===== src/rtl/keypad_pkg.sv =====
// Shared types and helpers for the keypad digit-entry front end.
// Key lines are handled up to MAX_KEYS wide; callers zero-extend narrower vectors.
package keypad_pkg;

  localparam int DIGIT_W  = 4;
  localparam int MAX_KEYS = 16;

  typedef enum logic [1:0] {
    IDLE     = 2'd0,
    DEBOUNCE = 2'd1,
    HELD     = 2'd2,
    RELEASE  = 2'd3
  } key_state_t;

  function automatic logic onehot_valid(input logic [MAX_KEYS-1:0] code);
    int n;
    n = 0;
    for (int i = 0; i < MAX_KEYS; i++) begin
      n += int'(code[i]);
    end
    return (n == 1);
  endfunction

  function automatic logic [DIGIT_W-1:0] onehot_to_index(input logic [MAX_KEYS-1:0] code);
    logic [DIGIT_W-1:0] idx;
    idx = '0;
    for (int i = 0; i < MAX_KEYS; i++) begin
      if (code[i]) idx = DIGIT_W'(i);
    end
    return idx;
  endfunction

endpackage


===== src/rtl/keypad_debounce.sv =====
// Key-line synchroniser and press/release debounce FSM; emits one accept pulse per press.
//
//   state    | meaning
//   IDLE     | no key held, waiting for a single valid key
//   DEBOUNCE | valid key seen, counting identical samples down to zero
//   HELD     | digit accepted, waiting for all keys released
//   RELEASE  | keys released, counting zero samples before re-arming
module keypad_debounce
  import keypad_pkg::*;
#(
  parameter int NUM_KEYS        = 10,
  parameter int DEBOUNCE_CYCLES = 4
) (
  input  logic                clk,
  input  logic                reset,
  input  logic [NUM_KEYS-1:0] keypad_buttons,
  output logic                accept,
  output logic [DIGIT_W-1:0]  digit
);

  localparam int DW = (DEBOUNCE_CYCLES > 1) ? $clog2(DEBOUNCE_CYCLES) : 1;
  localparam logic [DW-1:0] DB_LOAD = DW'(DEBOUNCE_CYCLES - 1);

  logic [NUM_KEYS-1:0] sync1, sync2;
  logic [NUM_KEYS-1:0] code_q, code_n;
  logic [DW-1:0]       cnt, cnt_n;
  key_state_t          state, state_n;
  logic                sample_valid, sample_zero;

  always_ff @(posedge clk or posedge reset) begin
    if (reset) begin
      sync1  <= '0;
      sync2  <= '0;
      state  <= IDLE;
      code_q <= '0;
      cnt    <= '0;
    end else begin
      sync1  <= keypad_buttons;
      sync2  <= sync1;
      state  <= state_n;
      code_q <= code_n;
      cnt    <= cnt_n;
    end
  end

  assign sample_valid = onehot_valid(MAX_KEYS'(sync2));
  assign sample_zero  = (sync2 == '0);
  assign digit        = onehot_to_index(MAX_KEYS'(code_q));

  always_comb begin
    state_n = state;
    code_n  = code_q;
    cnt_n   = cnt;
    accept  = 1'b0;
    case (state)
      IDLE: begin
        if (sample_valid) begin
          state_n = DEBOUNCE;
          code_n  = sync2;
          cnt_n   = DB_LOAD;
        end
      end
      DEBOUNCE: begin
        if (sync2 == code_q) begin
          if (cnt == '0) begin
            accept  = 1'b1;
            state_n = HELD;
          end else begin
            cnt_n = cnt - 1'b1;
          end
        end else if (sample_valid) begin
          code_n = sync2;
          cnt_n  = DB_LOAD;
        end else begin
          state_n = IDLE;
        end
      end
      HELD: begin
        // invalid multi-key codes keep us here; only a full release re-arms
        if (sample_zero) begin
          state_n = RELEASE;
          cnt_n   = DB_LOAD;
        end
      end
      RELEASE: begin
        if (!sample_zero) begin
          state_n = HELD;
        end else if (cnt == '0) begin
          state_n = IDLE;
        end else begin
          cnt_n = cnt - 1'b1;
        end
      end
      default: state_n = IDLE;
    endcase
  end

endmodule


===== src/rtl/keypad_entry_buffer.sv =====
// Keypad digit-entry buffer: debounced digits shift into an N-digit register
// with saturating count, full handling, synchronous clear and idle auto-clear.
module keypad_entry_buffer
  import keypad_pkg::*;
#(
  parameter int NUM_KEYS        = 10,
  parameter int NUM_DIGITS      = 4,
  parameter int DEBOUNCE_CYCLES = 4,
  parameter int TIMEOUT_CYCLES  = 0,
  parameter int FULL_MODE       = 0
) (
  input  logic                              clk,
  input  logic                              reset,
  input  logic [NUM_KEYS-1:0]               keypad_buttons,
  input  logic                              clear_entry,
  output logic [DIGIT_W*NUM_DIGITS-1:0]     keypad_values,
  output logic                              shift_pulse,
  output logic [$clog2(NUM_DIGITS+1)-1:0]   digit_count,
  output logic                              entry_full,
  output logic                              timeout_pulse
);

  localparam int VW = DIGIT_W * NUM_DIGITS;
  localparam int CW = $clog2(NUM_DIGITS + 1);
  localparam int TW = (TIMEOUT_CYCLES > 1) ? $clog2(TIMEOUT_CYCLES) : 1;
  localparam logic [CW-1:0] FULL_CNT = CW'(NUM_DIGITS);
  localparam logic [TW-1:0] TMR_LOAD = (TIMEOUT_CYCLES > 0) ? TW'(TIMEOUT_CYCLES - 1) : '0;

  logic               accept;
  logic [DIGIT_W-1:0] digit;
  logic [TW-1:0]      timer;
  logic               do_shift, fire;

  keypad_debounce #(
    .NUM_KEYS        (NUM_KEYS),
    .DEBOUNCE_CYCLES (DEBOUNCE_CYCLES)
  ) u_debounce (
    .clk            (clk),
    .reset          (reset),
    .keypad_buttons (keypad_buttons),
    .accept         (accept),
    .digit          (digit)
  );

  assign entry_full = (digit_count == FULL_CNT);
  assign do_shift   = accept && !(entry_full && (FULL_MODE != 0));
  // an accept in the expiry cycle restarts the timer instead of clearing
  assign fire       = (TIMEOUT_CYCLES > 0) && (digit_count != '0) && (timer == '0) && !accept;

  always_ff @(posedge clk or posedge reset) begin
    if (reset) begin
      keypad_values <= '0;
      digit_count   <= '0;
      timer         <= TMR_LOAD;
      shift_pulse   <= 1'b0;
      timeout_pulse <= 1'b0;
    end else begin
      shift_pulse   <= 1'b0;
      timeout_pulse <= 1'b0;
      if (clear_entry) begin
        keypad_values <= '0;
        digit_count   <= '0;
        timer         <= TMR_LOAD;
      end else if (accept) begin
        timer <= TMR_LOAD;
        if (do_shift) begin
          keypad_values <= (keypad_values << DIGIT_W) | VW'(digit);
          shift_pulse   <= 1'b1;
          if (digit_count != FULL_CNT) digit_count <= digit_count + 1'b1;
        end
      end else if (fire) begin
        keypad_values <= '0;
        digit_count   <= '0;
        timer         <= TMR_LOAD;
        timeout_pulse <= 1'b1;
      end else if ((digit_count != '0) && (timer != '0)) begin
        timer <= timer - 1'b1;
      end
    end
  end

endmodule


===== config.mk =====
export PLATFORM = sky130hd
export DESIGN_NAME = keypad_entry_buffer
export DESIGN_NICKNAME = d
export VERILOG_FILES = /design/src/rtl/keypad_pkg.sv /design/src/rtl/keypad_debounce.sv /design/src/rtl/keypad_entry_buffer.sv
export SDC_FILE = /design/constraint.sdc
export NUM_CORES = 1
export LEC_CHECK = 0
export BUFFER_PORTS_ARGS = -buffer_cell sky130_fd_sc_hd__buf_4
export CAP_MARGIN = 20
export CORE_MARGIN = 2
export CORE_UTILIZATION = 55
export CTS_BUF_LIST = sky130_fd_sc_hd__clkbuf_16
export DETAILED_ROUTE_END_ITERATION = 7
export PLACE_DENSITY = 0.83
export RECOVER_POWER = 25
export SKIP_CTS_REPAIR_TIMING = 1
export SLEW_MARGIN = 5
export SYNTH_ARGS = -nofsm -noshare
export SYNTH_HDL_FRONTEND = slang
export SYNTH_SLANG_ARGS = --single-unit

===== constraint.sdc =====
create_clock -name clk -period 4.63 [get_ports clk]
set_input_delay 0.463 -clock clk [delete_from_list [all_inputs] [get_ports clk]]
set_output_delay 0.463 -clock clk [all_outputs]
set_load 0.1 [all_outputs]

==> results_dict.tcl <==
set metrics [dict create \
    antenna_left 0 \
    die-area_um2 5070 \
    synth_area_um2 2480 \
    timing.max_cap.violations 1 \
    switching_share_pct 30.5 \
    timing.final.setup_violations 0 \
    maximum_buffer_depth_of_the_clock_tree 2 \
    diodes 0 \
    crit_path_cell_trace "inv_1, ha_1, inv_1, fa_1, fa_1, fa_1, fa_1, fa_1, nor2_1, a31oi_1, nor3_2, nand2_2, mux2_1" \
    worstPathRequired_ns 4.80 \
    rr_worst_depth 13 \
    ys.warnings.count 0 \
    timing.critical_path.max_delay_family "adder cells" \
    maximum_number_of_pins_on_one_net_before_global_route_repair 55 \
    power_switching_uw 381 \
    synthesis.instances 210 \
    max-vdd-ir-drop_mv 0.321 \
    cp_slowest_stage_delay_ns 0.51 \
    placementRows 24 \
    initialDrtViolationCount 97 \
    cts_sinks 54 \
    viasPerCell 5.40 \
    number_of_antenna_violations_at_the_first_check_in_global_routing 0 \
    num-nets-final 273 \
    tritoncts "yes" \
    synth_sequential_area_ratio_pct 54.4 \
    numCtsBuffers 5 \
    power.internal_uw 869 \
    route.detailed.wl_per_inst_um 14.7 \
    cts_root_buf "clkbuf_16" \
    cp-end-kind "flop" \
    clock_power_share_pct 28.4 \
    clkTransAtPathRegs_ns 0.06 \
    outcome "finished, violations left" \
    final_common_cell "dfrtp_1" \
    cellPowerDensity_nw_per_um2 429 \
    regToRegEndpoint "u_debounce.code_q[7]$_DFFE_PP0P_" \
    worstMarginPinSlew_ns 2.19 \
    layout-area-overhead-vs-synth_pct 17.3 \
    crit_path_frequent_cell "fa_1" \
    timing_worst_setup_path_type "flop to flop" \
    critical_path_buf_inv_count 2 \
    final_cell_area_um2 2910 \
    synthesis.nets 237 \
    synth_enable_flop_cells 0 \
    start_kind "flop" \
    power.static_leakage_nw 1.49 \
    arrival_ns 4.48 \
    number_of_ports_placed_on_the_die_boundary 35 \
    final_hold_viol_count 0 \
    place_hpwl_um 3050 \
    pwr-share-seq_pct 49.0 \
    dr_total_vias 1614 \
    comb_power_share_pct 22.7 \
    final_layout_size_suffix_gt1_share_pct 20.2 \
    grt_ovf 0 \
    ys.flop_type "dfrtp_1" \
    yosys.cell_types.count 39 \
    first_global_vias 1582 \
    track_usage_pct 19.4 \
    cpMaxStageDelayCell "fa_1" \
    violations "max-capacitance violations, max-slew violations" \
    finalSetupTns_ns 0 \
    timing.critical_path.fanout_max 8 \
    later_pin_clock_latency_in_the_skew_report_ns 0.29 \
    drt-total-wl_um 4390 \
    reg2reg_setup_slack_ns 0.31 \
    replace_congestion 0.861 \
    grt_first_pass_wirelength_um 7470 \
    fin_skew_ns 0.00301 \
    portBuffers 33 \
    yosys_register_bits 54 \
    async_reset_ff_share_pct 100 \
    residual_drc 0 \
    drt_pass_1_iters 4 \
    final.fill_count 337 \
    fp.dieH_um 71.2 \
    clock_tree.htree_level_count 2 \
    timing.final.crit_share_pct 93.2 \
    max-slew-margin-rel_pct -46.2 \
    most-common-layout-cells "dfrtp_1 (54), nor2_1 (24), inv_1 (24), buf_4 (23), mux2i_1 (16)" \
    startpoint_of_the_most_critical_register_to_register_path "u_debounce.sync2[0]$_DFF_PP0_" \
    chipWidth_um 71.2 \
    period_needed_ns 4.32 \
    timing.hold.worst.class "input port to asynchronous set/reset pin" \
    placedInstanceArea_um2 2770 \
    initial_utilization_pct 57.0 \
    core-area_um2 4350 \
    slew_violations 45 \
    rsz_0062_raised_after_global_routing "no" \
    upper_clock_frequency_limit_mhz 232 \
    synth_area_per_cell_um2 11.8 \
]
==> sequential cells by signal, indices dropped and copies added (netlist names) <==
signal             count
digit_count            3
keypad_values         16
shift_pulse            1
u_debounce.cnt         2
u_debounce.code_q     10
u_debounce.state       2
u_debounce.sync1      10
u_debounce.sync2      10
==> how the worst max path moves through the flow <==
| stage | to | start | slack [ns] | depth (start not counted) |
|---|---|---|---|---|
| floorplan | u_debounce.code_q[0]$_DFFE_PP0P_ | u_debounce.sync2[0]$_DFF_PP0_ | 0.64 | 13 |
| global placement | u_debounce.code_q[7]$_DFFE_PP0P_ | u_debounce.sync2[0]$_DFF_PP0_ | 0.48 | 13 |
| detailed placement | u_debounce.code_q[4]$_DFFE_PP0P_ | u_debounce.sync2[0]$_DFF_PP0_ | 0.34 | 13 |
| CTS | u_debounce.code_q[7]$_DFFE_PP0P_ | u_debounce.sync2[1]$_DFF_PP0_ | 0.27 | 13 |
| global route | u_debounce.code_q[7]$_DFFE_PP0P_ | u_debounce.sync2[1]$_DFF_PP0_ | 0.06 | 13 |
| finish | u_debounce.code_q[7]$_DFFE_PP0P_ | u_debounce.sync2[0]$_DFF_PP0_ | 0.31 | 13 |
==> power by group through the flow <==
stage	combinational, mW	clock (mW)	sequential (mW)
2_1_floorplan	0.233	0	0.599
3_3_place_gp	0.270	0	0.617
3_5_place_dp	0.285	0	0.620
4_1_cts	0.289	0.365	0.613
5_1_grt	0.326	0.387	0.625
6_report	0.283	0.354	0.612
==> cells by family after synthesis <==
group                    count (synthesis)  synth area share, %
multiplexers                            25                 10.5
flip-flops                              54                 54.4
XOR/XNOR                                10                 3.53
buffers and inverters                   30                 5.04
adder cells (fa/ha/maj)                 14                 8.87
other                                    1                0.151
AO/OA/AOI/OAI                           24                 6.25
AND/OR/NAND/NOR                         52                 11.2
==> per-stage QoR <==
step                      instances  power [mW]  utilization, %  hold WS [ns]  worst slack [ns]
after global routing            299        1.34            66.9         0.199            0.0557
after detailed placement        290       0.904            63.6         0.335             0.341
after floorplan                 210       0.831               -         0.331             0.637
after CTS                       298        1.27            66.8         0.272             0.275
final                           299        1.25            66.9         0.156             0.314
after global placement          290       0.887            63.6         0.332             0.479
==> synthesized netlist by cell type (2+ instances only) <==
cell / n / area share (%)
a211oi_1: 4 / 1.2
clkbuf_1: 2 / 0.30
nand2b_1: 2 / 0.50
fa_1: 6 / 4.8
nor3_1: 4 / 0.81
o21ai_0: 3 / 0.60
xor2_1: 10 / 3.5
a31oi_1: 3 / 0.76
ha_1: 8 / 4.0
nor2b_1: 2 / 0.50
nor4_1: 2 / 0.50
mux2_2: 3 / 1.4
nand3_1: 2 / 0.40
a21oi_1: 5 / 1.0
nor2_1: 24 / 3.6
inv_1: 24 / 3.6
nand2_1: 3 / 0.45
nand4_1: 2 / 0.50
mux2i_1: 16 / 6.4
or3b_1: 2 / 0.71
buf_4: 3 / 0.91
dfrtp_1: 54 / 54
mux2_1: 6 / 2.7
o21ai_1: 2 / 0.40
o21bai_1: 2 / 0.60
nor4_2: 3 / 1.5
==> layout make-up <==
type	instances	area, um2	share of cell area [%]
Clock inverter	3	16.3	0.558
Multi-Input combinational cell	126	1010	34.6
Timing Repair Buffer	35	259	8.89
Sequential cell	54	1350	46.4
Clock buffer	5	125	4.29
Inverter	24	90.1	3.09
Tap cell	52	65.1	2.23
==> layer usage <==
layer	up-vias	global-route usage, %	share of wire, %
met4	0	6.29	1.2
met1	802	24.6	41
met3	7	3.85	4.3
met5	-	0	0
li1	765	-	-
met2	40	33.3	54
Note: power is estimated with default switching activity, not from simulation.
